===== src/rtl/mem_pkg.sv =====
// mem_pkg: size encodings, FSM states and lane helpers shared by the load/store path
package mem_pkg;
    localparam logic [1:0] SZ_BYTE = 2'b00;
    localparam logic [1:0] SZ_HALF = 2'b01;
    localparam logic [1:0] SZ_WORD = 2'b10;

    typedef enum logic [1:0] {IDLE, RD_WAIT, WRITE, DONE} state_t;

    typedef struct packed {
        logic        we;
        logic [1:0]  size;
        logic        sgn;
        logic [1:0]  lo;
        logic [31:0] wdata;
    } req_t;

    function automatic logic [31:0] lane_extract(input logic [31:0] w, input logic [1:0] a,
                                                 input logic [1:0] sz, input logic sgn);
        logic [7:0]  b;
        logic [15:0] h;
        b = w[{a, 3'b000} +: 8];
        h = w[{a[1], 4'b0000} +: 16];
        return (sz == SZ_BYTE) ? {{24{sgn & b[7]}}, b} :
               (sz == SZ_HALF) ? {{16{sgn & h[15]}}, h} : w;
    endfunction

    // only the addressed lane is replaced; every other bit of old passes through
    function automatic logic [31:0] lane_merge(input logic [31:0] old, input logic [31:0] wd,
                                               input logic [1:0] a, input logic [1:0] sz);
        logic [31:0] m;
        m = old;
        if (sz == SZ_BYTE)
            m[{a, 3'b000} +: 8] = wd[7:0];
        else if (sz == SZ_HALF)
            m[{a[1], 4'b0000} +: 16] = wd[15:0];
        else
            m = wd;
        return m;
    endfunction
endpackage


===== src/rtl/mem_access_unit_if.sv =====
// mem_access_unit_if: CPU request port and memory_integrated port group
interface mem_access_unit_if;
    logic        cpu_req, cpu_we, cpu_signed, cpu_done, cpu_err, cpu_stall;
    logic [1:0]  cpu_size;
    logic [31:0] cpu_addr, cpu_wdata, cpu_rdata;
    logic [31:0] mem_addr, mem_wdata, mem_rdata;
    logic        mem_we, mem_rst;

    modport slave (
        input  cpu_req, cpu_we, cpu_size, cpu_signed, cpu_addr, cpu_wdata, mem_rdata,
        output cpu_rdata, cpu_done, cpu_err, cpu_stall, mem_addr, mem_wdata, mem_we, mem_rst
    );
    modport master (
        output cpu_req, cpu_we, cpu_size, cpu_signed, cpu_addr, cpu_wdata, mem_rdata,
        input  cpu_rdata, cpu_done, cpu_err, cpu_stall, mem_addr, mem_wdata, mem_we, mem_rst
    );
endinterface


===== src/rtl/mem_lane_unit.sv =====
// mem_lane_unit: combinational lane extract (loads) and merge (read-modify-write stores)
module mem_lane_unit
    import mem_pkg::*;
(
    input  logic [31:0] word,
    input  logic [31:0] wdata,
    input  logic [1:0]  addr_lo,
    input  logic [1:0]  size,
    input  logic        sgn,
    output logic [31:0] rdata,
    output logic [31:0] merged
);
    assign rdata  = lane_extract(word, addr_lo, size, sgn);
    assign merged = lane_merge(word, wdata, addr_lo, size);
endmodule


===== src/rtl/mem_access_unit.sv =====
// mem_access_unit: sequences byte/half/word loads and stores onto a word-wide BRAM port,
// waiting out the read latency and using read-modify-write for sub-word stores.
module mem_access_unit
    import mem_pkg::*;
#(
    parameter int          RD_LAT  = 1,
    parameter logic [31:0] IO_BASE = 32'h0000_2000
) (
    input logic              clk,
    input logic              rst,
    mem_access_unit_if.slave bus
);
    localparam logic [1:0] LAT_M1 = 2'(RD_LAT - 1);

    state_t      state, state_d;
    req_t        req, req_d;
    logic [1:0]  cnt, cnt_d;
    logic [31:0] addr_q, addr_d, wdata_q, wdata_d, rdata_q, rdata_d;
    logic        we_q, we_d, done_q, done_d, err_q, err_d;
    logic [31:0] lane_rdata, lane_merged;
    logic        mis;

    mem_lane_unit u_lane (
        .word(bus.mem_rdata), .wdata(req.wdata), .addr_lo(req.lo), .size(req.size),
        .sgn(req.sgn), .rdata(lane_rdata), .merged(lane_merged)
    );

    assign mis = ((bus.cpu_size == SZ_HALF) & bus.cpu_addr[0]) |
                 ((bus.cpu_size >= SZ_WORD) & (bus.cpu_addr[1:0] != 2'b00));

    always_ff @(posedge clk or negedge rst) begin
        if (!rst) begin
            state   <= IDLE;
            req     <= '0;
            cnt     <= '0;
            addr_q  <= '0;
            wdata_q <= '0;
            rdata_q <= '0;
            we_q    <= 1'b0;
            done_q  <= 1'b0;
            err_q   <= 1'b0;
        end else begin
            state   <= state_d;
            req     <= req_d;
            cnt     <= cnt_d;
            addr_q  <= addr_d;
            wdata_q <= wdata_d;
            rdata_q <= rdata_d;
            we_q    <= we_d;
            done_q  <= done_d;
            err_q   <= err_d;
        end
    end

    always_comb begin
        state_d = state;
        req_d   = req;
        cnt_d   = cnt;
        addr_d  = addr_q;
        wdata_d = wdata_q;
        rdata_d = rdata_q;
        we_d    = 1'b0;
        done_d  = 1'b0;
        err_d   = 1'b0;
        case (state)
            IDLE: if (bus.cpu_req) begin
                req_d  = '{we: bus.cpu_we, size: bus.cpu_size, sgn: bus.cpu_signed,
                           lo: bus.cpu_addr[1:0], wdata: bus.cpu_wdata};
                addr_d = {bus.cpu_addr[31:2], 2'b00};
                cnt_d  = '0;
                if (mis) begin
                    state_d = DONE;
                    done_d  = 1'b1;
                    err_d   = 1'b1;
                    rdata_d = '0;
                // peripherals take the raw store and are never read back for a merge
                end else if (bus.cpu_we && (bus.cpu_size >= SZ_WORD || bus.cpu_addr >= IO_BASE)) begin
                    wdata_d = bus.cpu_wdata;
                    we_d    = 1'b1;
                    state_d = WRITE;
                end else
                    state_d = RD_WAIT;
            end
            RD_WAIT: if (cnt == LAT_M1) begin
                if (req.we) begin
                    wdata_d = lane_merged;
                    we_d    = 1'b1;
                    state_d = WRITE;
                end else begin
                    rdata_d = lane_rdata;
                    done_d  = 1'b1;
                    state_d = DONE;
                end
            end else
                cnt_d = cnt + 2'd1;
            WRITE: begin
                done_d  = 1'b1;
                state_d = DONE;
            end
            default: state_d = IDLE;
        endcase
    end

    assign bus.mem_addr  = addr_q;
    assign bus.mem_wdata = wdata_q;
    assign bus.mem_we    = we_q;
    assign bus.cpu_rdata = rdata_q;
    assign bus.cpu_done  = done_q;
    assign bus.cpu_err   = err_q;
    assign bus.cpu_stall = bus.cpu_req & ~done_q;
    assign bus.mem_rst   = ~rst;
endmodule


===== src/flat_wrapper.sv =====
// flat-port wrapper written by rule: the top's interface ports become plain ports
module mem_access_unit_flat import mem_pkg::*;
#(
    parameter int          RD_LAT  = 1,
    parameter logic [31:0] IO_BASE = 32'h0000_2000
)
  (clk, rst, bus_cpu_req, bus_cpu_we, bus_cpu_size, bus_cpu_signed, bus_cpu_addr, bus_cpu_wdata, bus_mem_rdata, bus_cpu_rdata, bus_cpu_done, bus_cpu_err, bus_cpu_stall, bus_mem_addr, bus_mem_wdata, bus_mem_we, bus_mem_rst);
  mem_access_unit_if bus_i ();
  input logic clk;
  input logic rst;
  input wire logic [$bits(bus_i.cpu_req)-1:0] bus_cpu_req;
  input wire logic [$bits(bus_i.cpu_we)-1:0] bus_cpu_we;
  input wire logic [$bits(bus_i.cpu_size)-1:0] bus_cpu_size;
  input wire logic [$bits(bus_i.cpu_signed)-1:0] bus_cpu_signed;
  input wire logic [$bits(bus_i.cpu_addr)-1:0] bus_cpu_addr;
  input wire logic [$bits(bus_i.cpu_wdata)-1:0] bus_cpu_wdata;
  input wire logic [$bits(bus_i.mem_rdata)-1:0] bus_mem_rdata;
  output wire logic [$bits(bus_i.cpu_rdata)-1:0] bus_cpu_rdata;
  output wire logic [$bits(bus_i.cpu_done)-1:0] bus_cpu_done;
  output wire logic [$bits(bus_i.cpu_err)-1:0] bus_cpu_err;
  output wire logic [$bits(bus_i.cpu_stall)-1:0] bus_cpu_stall;
  output wire logic [$bits(bus_i.mem_addr)-1:0] bus_mem_addr;
  output wire logic [$bits(bus_i.mem_wdata)-1:0] bus_mem_wdata;
  output wire logic [$bits(bus_i.mem_we)-1:0] bus_mem_we;
  output wire logic [$bits(bus_i.mem_rst)-1:0] bus_mem_rst;
  assign bus_i.cpu_req = bus_cpu_req;
  assign bus_i.cpu_we = bus_cpu_we;
  assign bus_i.cpu_size = bus_cpu_size;
  assign bus_i.cpu_signed = bus_cpu_signed;
  assign bus_i.cpu_addr = bus_cpu_addr;
  assign bus_i.cpu_wdata = bus_cpu_wdata;
  assign bus_i.mem_rdata = bus_mem_rdata;
  assign bus_cpu_rdata = bus_i.cpu_rdata;
  assign bus_cpu_done = bus_i.cpu_done;
  assign bus_cpu_err = bus_i.cpu_err;
  assign bus_cpu_stall = bus_i.cpu_stall;
  assign bus_mem_addr = bus_i.mem_addr;
  assign bus_mem_wdata = bus_i.mem_wdata;
  assign bus_mem_we = bus_i.mem_we;
  assign bus_mem_rst = bus_i.mem_rst;
  mem_access_unit #(.RD_LAT(RD_LAT), .IO_BASE(IO_BASE)) u_core (.clk(clk), .rst(rst), .bus(bus_i));
endmodule

===== config.mk =====
export PLATFORM = sky130hd
export DESIGN_NAME = mem_access_unit_flat
export DESIGN_NICKNAME = d
export VERILOG_FILES = /design/src/rtl/mem_pkg.sv /design/src/rtl/mem_access_unit_if.sv /design/src/rtl/mem_lane_unit.sv /design/src/rtl/mem_access_unit.sv /design/src/flat_wrapper.sv
export SDC_FILE = /design/constraint.sdc
export NUM_CORES = 1
export LEC_CHECK = 0
export ABC_CLOCK_PERIOD_IN_PS = 5200
export BUFFER_PORTS_ARGS = -buffer_cell sky130_fd_sc_hd__clkbuf_2
export CAP_MARGIN = 20
export CORE_ASPECT_RATIO = 1.2
export CORE_MARGIN = 2
export CORE_UTILIZATION = 40
export CTS_CLUSTER_SIZE = 8
export DETAILED_ROUTE_END_ITERATION = 12
export PLACE_DENSITY_LB_ADDON = 0.15
export SYNTH_ARGS = -nofsm -noshare
export SYNTH_HDL_FRONTEND = slang
export SYNTH_SLANG_ARGS = --single-unit

===== constraint.sdc =====
create_clock -name clk -period 5.2 [get_ports clk]
set_input_delay 0.78 -clock clk [delete_from_list [all_inputs] [get_ports clk]]
set_output_delay 0.78 -clock clk [all_outputs]
set_load 0.1 [all_outputs]

Word level (Yosys, flattened, before mapping)
Index checks and enable logic that the tools add are counted.
{ "op_classes": {"add_sub_neg": 3, "n_lt_le_gt_ge": 2, "eq_ne": 12, "shift": 6, "mux": 38, "n_bitwise": 8, "reduce_logical": 12} }
{ "op_table": {"columns": ["cell", "n"], "rows": [
  ["32-bit two-way mux", 13],
  ["32-bit one-hot mux with 2 select lines", 2],
  ["32-bit bitwise mux", 2],
  ["32-bit by 14-bit greater-or-equal comparator with 1-bit output, second input constant", 1],
  ["16-bit by 7-bit variable shift with 32-bit output, first input constant", 1],
  ["8-bit by 7-bit variable shift with 32-bit output, first input constant", 1],
  ["16-bit by 7-bit indexed part select with 32-bit output", 1],
  ["32-bit by 6-bit indexed part select with 16-bit output", 1],
  ["32-bit by 6-bit indexed part select with 8-bit output", 1],
  ["8-bit by 7-bit indexed part select with 32-bit output", 1],
  ["5-bit negation with 7-bit output", 2],
  ["2-bit two-way mux", 6],
  ["1-bit two-way mux", 11],
  ["2-bit by 1-bit != test with 1-bit output, second input constant", 4],
  ["2-bit != test, second input constant", 4],
  ["2-bit by 1-bit == test with 1-bit output, second input constant", 3],
  ["2-bit zero test", 3],
  ["2-bit one-hot mux with 3 select lines", 1],
  ["6-bit AND reduction", 1],
  ["1-bit bitwise AND", 5],
  ["5-bit AND reduction", 1],
  ["2-bit one-hot mux with 2 select lines", 1],
  ["2-bit AND reduction", 2],
  ["2-bit nonzero test", 2],
  ["other kinds (10)", 11]
]} }
{ "totals": {"reg_bits": 139, "out_inout_bits": 101, "word_cells": 94} }

Longest topological paths before layout
Gate-level depths: netlist of the first run.
{ "logic_depth": {"ltp_word": 8, "mapped_depth": 9} }

Modules after synthesis
From an unflattened synthesis of the first run, not the netlist that was laid out.
{ "hier_totals": {"hier_cells": 716, "hier_area_um2": 8064.0} }
{ "by_module_without_submodules": {"columns": ["module", "instances", "cells_each", "area_per_inst_um2", "seq_area_each_um2"], "rows": [
  ["mem_access_unit", 1, 455, 6217.2, 3478.3],
  ["mem_lane_unit", 1, 261, 1846.8, 0.0]
]} }

Worst setup path after synthesis of the first run
OpenSTA, ideal clock, no wires.
{ "synth_path": {"path_kind": "register to output", "from": "register u_core.done_q (netlist: u_core.bus.cpu_done)", "to": "output port bus_cpu_stall", "arrival_ns": 2.211, "required_ns": 4.420, "path_slack_ns": 2.209, "stages_incl_launch_ff": 2, "n_path_buf": 0, "cell_sequence": "dfrtp_1 nor2b_1"} }
{ "synth_between": {"elab_chain_len": 2} }
{ "synth_lines": {"columns": ["item", "line", "rtl"], "rows": [
  ["start, declared", "mem_access_unit.sv:19", "logic we_q, we_d, done_q, done_d, err_q, err_d;"],
  ["start signal, assigned", "mem_access_unit.sv:50", "done_q <= done_d;"],
  ["1-bit NOT", "mem_access_unit.sv:110", "assign bus.cpu_stall = bus.cpu_req & ~done_q;"],
  ["1-bit bitwise AND", "mem_access_unit.sv:110", null],
  ["end, declared", "flat_wrapper.sv:21", "output wire logic [$bits(bus_i.cpu_stall)-1:0] bus_cpu_stall;"]
]} }
Every way passes these cells.

Worst setup path in the final report of the first run
{ "layout_path": {"from": "register u_core.state[1]", "to": "register u_core.rdata_q[28] (netlist: u_core.bus.cpu_rdata[28])"} }
{ "layout_between": {"elab_chain_len": 3, "word_cells_on_any_way": 9, "classes_between": "5 x eq/ne; 1 x mux; 3 x reduce/logical"} }
{ "layout_lines": {"columns": ["item", "line", "rtl"], "rows": [
  ["start, declared", "mem_access_unit.sv:15", "state_t state, state_d;"],
  ["start signal, assigned", "mem_access_unit.sv:43", "state <= state_d;"],
  ["2-bit by 1-bit == test with 1-bit output / 2-bit zero test (equally long branches)", "mem_access_unit.sv:65", "case (state)"],
  ["2-bit != test (no line), or another cell as far along", null, null],
  ["5-bit AND reduction (no line)", null, null],
  ["end signal, assigned", "mem_access_unit.sv:48", "rdata_q <= rdata_d;"],
  ["end, declared", "mem_access_unit.sv:18", "logic [31:0] addr_q, addr_d, wdata_q, wdata_d, rdata_q, rdata_d;"]
]} }
Parallel ways exist; a longest one is shown, timed or not.
A chain may end at the register's enable or synchronous reset.

==> results of run 1 <==
[flip-flops by register name, summed over array words and instances (netlist names)]
name / flops
u_core.state: 2
u_core.req: 38
u_core.bus.cpu_done: 1
u_core.bus.cpu_err: 1
u_core.bus.mem_wdata: 32
u_core.bus.cpu_rdata: 32
u_core.cnt: 2
u_core.bus.mem_we: 1
u_core.bus.mem_addr: 30
[cell type report]
cell class / count / area (sq um)
fill: 1660 / 8910
multi-input combinational: 432 / 3600
clock inverter: 14 / 206
sequential: 139 / 3480
tap: 224 / 280
clock buffer: 18 / 439
inverter: 19 / 71.3
timing repair buffer: 214 / 1120
[synthesized netlist by cell type, types with 2 or more instances]
master | n | share of area [%]
and2_1 | 2 | 0.17
nand2b_1 | 17 | 1.4
nor4_1 | 5 | 0.42
o21ai_0 | 7 | 0.48
a211o_1 | 10 | 1.2
o21ai_1 | 2 | 0.14
a22o_1 | 31 | 3.7
ha_1 | 10 | 1.7
a22oi_1 | 2 | 0.20
mux2_2 | 106 | 16
clkinv_1 | 2 | 0.10
nor4bb_1 | 2 | 0.27
nor2_1 | 27 | 1.4
mux4_2 | 8 | 2.4
a221oi_1 | 33 | 3.9
nor2b_1 | 4 | 0.34
o2bb2ai_1 | 15 | 1.8
a31oi_1 | 19 | 1.6
mux2i_1 | 17 | 2.3
clkbuf_1 | 29 | 1.5
a21oi_1 | 9 | 0.61
nand3_1 | 11 | 0.75
buf_4 | 5 | 0.51
dfrtp_1 | 139 | 47
buf_1 | 10 | 0.51
inv_1 | 16 | 0.82
nand2_1 | 57 | 2.9
buf_2 | 7 | 0.48
o221ai_1 | 19 | 2.3
[worst reg2reg max path, delay by kind of cell (launching register included)]
kind,cells,cell delay (ns)
AO/OA/AOI/OAI,2,0.73
adder cells (fa/ha/maj),1,0.14
buffers and inverters,3,0.91
flip-flops,1,0.41
AND/OR/NAND/NOR,2,1.04
[layer usage]
metal	GRT usage, %	wire length (um)	vias up
met5	0	0	-
met4	9.94	822	0
met3	5.37	1400	50
met2	40.1	11500	261
met1	29.4	9190	3122
li1	-	-	2793
[worst max path at each step]
stage / start / to / slack, ns
after global routing: u_core.state[1] / u_core.bus.cpu_rdata[25] / 1.67
after global placement: u_core.req[32] / u_core.bus.mem_wdata[25] / 1.92
after detailed placement: u_core.req[32] / u_core.bus.mem_wdata[24] / 1.81
after floorplan: u_core.bus.cpu_done / bus_cpu_stall / 2.21
after CTS: u_core.req[32] / u_core.bus.mem_wdata[24] / 1.80
final: u_core.state[1] / u_core.bus.cpu_rdata[28] / 1.88
[metrics by stage]
step,setup slack [ns],cell area [sq um],std cells
6_report,1.88,9200,1060
3_5_place_dp,1.81,8520,1024
2_1_floorplan,2.21,7370,642
4_1_cts,1.80,9170,1056
5_1_grt,1.67,9200,1060
3_3_place_gp,1.92,8500,1023
[kinds of logic after synthesis]
logic type / synth area share, %
muxes: 21.0
DFF: 47.2
buffers and inverters: 4.09
adders and majority gates: 1.70
and+or+nand+nor: 8.66
AOI/OAI and AO/OA: 17.3
other: 0.0509
==> results.toml, run 1 <==
[logic_synthesis]
synth-edff-count = 0
netlist_area_sq_um = 7370
synth_seq_cells = 139
syn_avg_cell_area_sq_um = 11.5
synth_cells = 641
synthArstFlopShare_pct = 100
ys.warnings.count = 0
synth_seq_area_share_pct = 47.2
yosysUniqueCellTypes = 49
dominantRegCellSynth = "dfrtp_1"

[floorplan]
io_pins = 204
core_area_sq_um = 18100
rows = 54
initial_utilization_pct = 40.7
die_h_um = 153
die-area_sq_um = 19500
fp.dieW_um = 128

[finish]
fin_util_pct = 50.8
num_antenna_cells = 0
final_nets = 936
drive_gt1_share_pct = 44.1
final_common_cell = "clkbuf_2"
layout_common_cells = "clkbuf_2, dfrtp_1, mux2_2, nand2_1, a221oi_1"
area_delta_synth_final_pct = 24.9

[flow_run]
maxCapViolations = 0

[worst_setup_path]
worstReg2RegStart = "u_core.state[1]"
r2r_setup_slack_ns = 1.88
crit_cells = 8
critPathMaxFanout = 50
worstReg2RegEnd = "u_core.bus.cpu_rdata[28]"
critPathBufInv = 3
arrival_ns = 3.68
crit_type = "flip-flop to flip-flop"
cp_cell_sequence = "inv_1 -> ha_1 -> buf_4 -> inv_2 -> or4_4 -> nor3b_4 -> a21boi_4 -> a22o_1"
required_ns = 5.56
crit_path_end_kind = "flip-flop"
worst-r2r-cell-count = 8
cpPeakStageDelay_ns = 0.62
slowest_stage = "or4_4"
critPathTopFamily = "simple AND/OR/NAND/NOR gates"
cp-start-kind = "flip-flop"

[placed_design]
place.gp.congestion = 0.884
dp_hpwl_um = 16400
io_buffers = 201

[grt]
grt_max_degree = 87
grt_first_pass_wirelength_um = 35900
grt_overflow = 0
grt_pass1_vias = 6369
gr-usage-all-layers_pct = 23.8
antenna_found_initial = 0

[cts]
clk_pin_slew_worst_paths_ns = 0.07
cts_setup_buffers = 0
cts-buffers-inserted = 17
cts_buffer_depth = 2
htree_levels = 4
cts_root_buf = "clkbuf_16"
insertion_delay_ns = 0.43
ctsResizeCount = 0
cts_hold_buf = 0
cts_tree = "yes"
clkSinkCount = 139

[route]
routed_wl_um = 22900
antenna_left = 0
drtIter0Drc = 423
viasPerCell = 5.87
avgRoutedWirePerCell_um = 21.6
dr.pass1.iters = 5
route.detailed.drc = 0
num_vias = 6226

[run_status]
status = "complete, no violations"

[timing]
hold_viol_final = 0
grt_setup_unrepaired = "false"
setup_viol = 0
fmax_mhz = 301
whs_ns = 0.415
setup-tns-final_ns = 0
maxSlewViolCount = 0
fin_skew_ns = 0.00742
tightest_slew_ns = 0.853
fin_crit_ns = 3.32
relSlewSlack_pct = 43.1
final.period_utilization_pct = 63.8

[min_path]
min_path_type = "input port to asynchronous set/reset pin"
Power of run 1 is not shown: default switching activity piles up to over one toggle a cycle in this logic, so the estimate is an artifact.
==> run 2: changes to the inputs <==
--- a/config.mk
+++ b/config.mk
@@ -5,7 +5,8 @@
 export SDC_FILE = /design/constraint.sdc
 export NUM_CORES = 1
 export LEC_CHECK = 0
-export ABC_CLOCK_PERIOD_IN_PS = 5200
+export ABC_AREA = 1
+export ABC_CLOCK_PERIOD_IN_PS = 2750
 export BUFFER_PORTS_ARGS = -buffer_cell sky130_fd_sc_hd__clkbuf_2
 export CAP_MARGIN = 20
 export CORE_ASPECT_RATIO = 1.2
==> constraint.sdc (replaced) <==
create_clock -name clk -period 2.75 [get_ports clk]
set_input_delay 0.4125 -clock clk [delete_from_list [all_inputs] [get_ports clk]]
set_output_delay 0.4125 -clock clk [all_outputs]
set_load 0.1 [all_outputs]
==> results.toml, run 2 <==
[route]
dr.pass1.iters = 9
route.detailed.drc = 0
routed_wl_um = 25700
viasPerCell = 5.10
num_vias = 7971
avgRoutedWirePerCell_um = 16.4
drtIter0Drc = 697
antenna_left = 0

[finish]
nFillCells = 1946
final_nets = 1405
largest_reg_flops = 38
area_delta_synth_final_pct = 23.8
layout_common_cells = "nand2_1, clkbuf_2, dfrtp_1, o21ai_0, nand3_1"
final_common_cell = "nand2_1"
drive_gt1_share_pct = 20.3
largest-register = "u_core.req"

[cts]
htree_levels = 4
insertion_delay_ns = 0.43
cts_tree = "yes"
clkSinkCount = 139
cts_setup_buffers = 0
cts_hold_buf = 0
cts_root_buf = "clkbuf_16"
cts_buffer_depth = 2
cts-buffers-inserted = 17
clk_pin_slew_worst_paths_ns = 0.06
ctsResizeCount = 0

[timing]
fin_crit_ns = 2.27
final.period_utilization_pct = 82.4
fin_skew_ns = 0.00973
setup_viol = 0
fmax_mhz = 441
setup-tns-final_ns = 0
tightest_slew_ns = 0.772
hold_viol_final = 0
whs_ns = 0.0864
maxSlewViolCount = 0
relSlewSlack_pct = 48.5
layout_setup_ws_ns = 0.484
grt_setup_unrepaired = "false"

[worst_setup_path]
required_ns = 3.07
arrival_ns = 2.59
cp-start-kind = "flip-flop"
critPathTopFamily = "flip-flops"
path_common_cell = "nand2_1"
cp_cell_sequence = "inv_1 -> nand2_1 -> nor2_2 -> buf_4 -> nand2_1 -> nand3_1 -> nand3_1 -> nand2_1 -> nand3_1 -> nand2_1"
critPathBufInv = 2
critPathMaxFanout = 20
crit_type = "flip-flop to flip-flop"
slowest_stage = "dfrtp_1"
crit_path_end_kind = "flip-flop"
cpPeakStageDelay_ns = 0.81

[min_path]
min_path_type = "input port to asynchronous set/reset pin"

[floorplan]
core_area_sq_um = 18900
rows = 55
die_h_um = 156
io_pins = 204
fp.dieW_um = 131
die-area_sq_um = 20500
initial_utilization_pct = 41.0

[logic_synthesis]
dominantRegCellSynth = "dfrtp_1"
synth_compound_area_share_pct = 15.3
synth_most_common_cell = "nand2_1"
synth_cells = 1117
synth_top_family_by_area = "simple AND/OR/NAND/NOR gates"
synth_area_leaders = "dfrtp_1, nand2_1, o21ai_0"
synth_seq_cells = 139
yosys.area.top_type = "dfrtp_1"
synth_common_cells = "nand2_1, dfrtp_1, o21ai_0"
ys.warnings.count = 0
synth-xor-area-share_pct = 0
yosys.area_share.simple_pct = 30.6
synth_seq_area_share_pct = 44.9
synth-edff-count = 0
muxShareOfSynthArea_pct = 0
syn_avg_cell_area_sq_um = 6.94
netlist_area_sq_um = 7750
synthArstFlopShare_pct = 100
synthAdderAreaFrac_pct = 1.61
synth_top_area_share_pct = 44.9
yosysUniqueCellTypes = 28

[placed_design]
dp_hpwl_um = 18700
place.gp.congestion = 0.920
place_ws_ns = 0.519
io_buffers = 201

[grt]
grt_overflow = 0
grt_max_degree = 140
antenna_found_initial = 1
grt_first_pass_wirelength_um = 40900
gr-usage-all-layers_pct = 25.9
grt_pass1_vias = 7484

[run_status]
status = "complete, no violations"

[flow_run]
maxCapViolations = 0
-- run 2: cell type report --
cell class              instances  area, sq um  share of cell area [%]
clock buffers                  20          447                    4.65
inverters                      80          300                    3.13
multi-input cells             831         3700                    38.5
repair buffers                223         1240                    12.9
well taps                     256          320                    3.34
clock inverters                12          114                    1.19
diodes                          1         2.50                  0.0261
flip-flops and latches        139         3480                    36.2
-- run 2: path summary, 6_finish.rpt --
path | startpoint | to | depth (start not counted) | slack (ns)
worst max-delay path | u_core.req[36] | u_core.bus.mem_wdata[15] | 10 | 0.48
worst min register to register | u_core.bus.cpu_rdata[13] | u_core.bus.cpu_rdata[13] | 2 | 0.47
worst max register to register | u_core.req[36] | u_core.bus.mem_wdata[15] | 10 | 0.48
min in group clk | bus_cpu_addr[11] | u_core.bus.mem_addr[11] | 3 | 0.17
max in group asynchronous | rst | u_core.req[12] | 2 | 2.08
worst min-delay path | rst | u_core.bus.mem_addr[23] | 2 | 0.09
-- run 2: layer usage --
| metal | track usage [%] | vias to the layer above | routed length (um) |
|---|---|---|---|
| li1 | - | 3936 | - |
| met1 | 34.6 | 3687 | 11200 |
| met2 | 41.2 | 303 | 12100 |
| met3 | 5.30 | 45 | 1630 |
| met4 | 9.68 | 0 | 695 |
| met5 | 0 | - | 0 |
-- run 2: kinds of logic (layout without fill, tap and decap cells) --
family | count (synthesis) | after routing
DFF | 139 | 139
buffers and inverters | 148 | 335
adders and majority gates | 10 | 10
and+or+nand+nor | 595 | 595
other | 1 | 3
AOI/OAI and AO/OA | 224 | 224
-- run 2: worst register-to-register path: stages (launching register included) --
cell     delay [ns]
dfrtp_1        0.81
inv_1          0.39
nand2_1        0.24
nor2_2         0.06
buf_4          0.21
nand2_1        0.08
nand3_1        0.06
nand3_1        0.10
nand2_1        0.08
nand3_1        0.07
nand2_1        0.06
-- run 2: per-stage QoR --
step | instance area, sq um | util (%) | instances
finish | 9600 | 50.7 | 1562
global route | 9600 | 50.7 | 1561
global placement | 9030 | 47.7 | 1529
detailed placement | 9030 | 47.7 | 1529
CTS | 9600 | 50.7 | 1561
floorplan | 7750 | - | 1118
Power of run 2 is left out for the same reason.
==> run 3: changes to the inputs <==
--- a/config.mk
+++ b/config.mk
@@ -5,8 +5,8 @@
 export SDC_FILE = /design/constraint.sdc
 export NUM_CORES = 1
 export LEC_CHECK = 0
-export ABC_AREA = 1
-export ABC_CLOCK_PERIOD_IN_PS = 2750
+export ABC_AREA = 0
+export ABC_CLOCK_PERIOD_IN_PS = 2100
 export BUFFER_PORTS_ARGS = -buffer_cell sky130_fd_sc_hd__clkbuf_2
 export CAP_MARGIN = 20
 export CORE_ASPECT_RATIO = 1.2
==> constraint.sdc (replaced) <==
create_clock -name clk -period 2.1 [get_ports clk]
set_input_delay 0.315 -clock clk [delete_from_list [all_inputs] [get_ports clk]]
set_output_delay 0.315 -clock clk [all_outputs]
set_load 0.1 [all_outputs]
==> results.toml, run 3 (same netlist as run 1, synthesis figures left out) <==
[grt]
antenna_found_initial = 0
gr-usage-all-layers_pct = 24.5
grt_pass1_vias = 6461
grt_overflow = 0
grt_max_degree = 140
grt_first_pass_wirelength_um = 36700

[route]
drtIter0Drc = 424
antenna_left = 0
met3_length_um = 1250
routed_wl_um = 23700
avgRoutedWirePerCell_um = 21.6
highest_layer = "met4"
met2WireLength_um = 11800
num_vias = 6318
viasPerCell = 5.76
drt-met1-wl_um = 9590
dr.pass1.iters = 5
route.detailed.drc = 0

[cts]
cts_root_buf = "clkbuf_16"
cts_tree = "yes"
clk_pin_slew_worst_paths_ns = 0.06
cts_buffer_depth = 2
htree_levels = 4
insertion_delay_ns = 0.43
clkSinkCount = 139
cts-buffers-inserted = 17
cts_hold_buf = 0

[timing]
fin_skew_ns = 0.00737
fin_crit_ns = 2.13
maxSlewViolCount = 0
final.period_utilization_pct = 101
relSlewSlack_pct = 48.5
tightest_slew_ns = 0.772
layout_setup_ws_ns = -0.0293
grt_setup_unrepaired = "true"
fmax_mhz = 470
hold_viol_final = 16
whs_ns = -0.0164
setup_viol = 18

[finish]
largest-register = "u_core.req"
largest_reg_flops = 38
area_delta_synth_final_pct = 33.3
layout_common_cells = "clkbuf_2, dfrtp_1, mux2_2, nand2_1, buf_4"
num_antenna_cells = 0
fin_util_pct = 54.2
final_common_cell = "clkbuf_2"
stdcell_area_sq_um = 9820
final_nets = 972
drive_gt1_share_pct = 49.5

[placed_design]
dp_hpwl_um = 16700
place.gp.congestion = 0.914
placed_cell_area_sq_um = 8880
io_buffers = 201

[worst_setup_path]
cp_cell_sequence = "inv_2 -> ha_4 -> nor2b_4 -> nor2_4 -> o21ai_4 -> a2111oi_4 -> buf_6 -> clkbuf_16 -> mux2_4"
cp-start-kind = "flip-flop"
critPathMaxFanout = 8
cpPeakStageDelay_ns = 0.42
arrival_ns = 2.44
crit_type = "flip-flop to flip-flop"
critPathTopFamily = "buffers and inverters"
crit_path_end_kind = "flip-flop"
required_ns = 2.41
critPathBufInv = 3
slowest_stage = "dfrtp_2"

[floorplan]
die-area_sq_um = 19500
initial_utilization_pct = 40.7
io_pins = 204
die_h_um = 153
rows = 54
core_area_sq_um = 18100
fp.dieW_um = 128

[min_path]
min_path_type = "input port to asynchronous set/reset pin"

[run_status]
violations = "hold timing, setup timing"
status = "finished, violations left"

[flow_run]
maxCapViolations = 0
## run 3: cell types whose count changed in the layout (fill, tap and decap cells not counted), moves of 23 or more
cell and change:
a22o_1 +31, mux2_4 +33, a221oi_1 +29, buf_4 +23, inv_1 -65, mux2_2 +73
a21oi_1 -65, o21ai_0 -107, nand3_1 -76, nand2_1 -402
## run 3: final timing paths
path                                       endpoint                      from  slack [ns]  cells past startpoint
max reg2reg                u_core.bus.mem_wdata[30]           u_core.state[0]       -0.03                      9
min                        u_core.bus.cpu_rdata[18]                       rst       -0.02                      2
min in group clk            u_core.bus.mem_addr[10]          bus_cpu_addr[10]        0.12                      2
max                        u_core.bus.mem_wdata[30]           u_core.state[0]       -0.03                      9
min reg2reg                u_core.bus.cpu_rdata[15]  u_core.bus.cpu_rdata[15]        0.49                      2
max in group asynchronous  u_core.bus.mem_wdata[14]                       rst        1.52                      2
## run 3: routing by layer
| metal | vias to the layer above | track usage (%) |
|---|---|---|
| li1 | 2866 | - |
| met1 | 3150 | 30.4 |
| met2 | 242 | 40.5 |
| met3 | 60 | 4.81 |
| met4 | 0 | 12.7 |
| met5 | - | 0 |
## run 3: repair_timing
item                                    CTS  global route
cloned                                    1             2
endpoints found under the setup margin   48            49
setup buffers                             2             4
pin swaps                                 0             6
gates resized for setup                   8            45
## run 3: layout make-up
cell class / count / area, sq um
Clock buffer: 17 / 425
Clock inverter: 15 / 176
Fill cell: 1632 / 8290
Inverter: 19 / 80.1
Multi-Input combinational cell: 432 / 3880
Sequential cell: 139 / 3480
Tap cell: 224 / 280
Timing Repair Buffer: 250 / 1500
## run 3: metrics by stage
| step | TNS [ns] | worst slack, ns | cells | hold slack [ns] |
|---|---|---|---|---|
| 5_1_grt | -3.96 | -0.111 | 1096 | 0.0655 |
| 4_1_cts | -0.225 | -0.0228 | 1090 | 0.0377 |
| 3_3_place_gp | -0.327 | -0.0545 | 1055 | 0.470 |
| 6_report | -0.395 | -0.0293 | 1096 | -0.0164 |
| 3_5_place_dp | -0.536 | -0.0540 | 1055 | 0.488 |
| 2_1_floorplan | -1.17 | -0.117 | 642 | 0.0194 |
Power of run 3 is left out for the same reason.
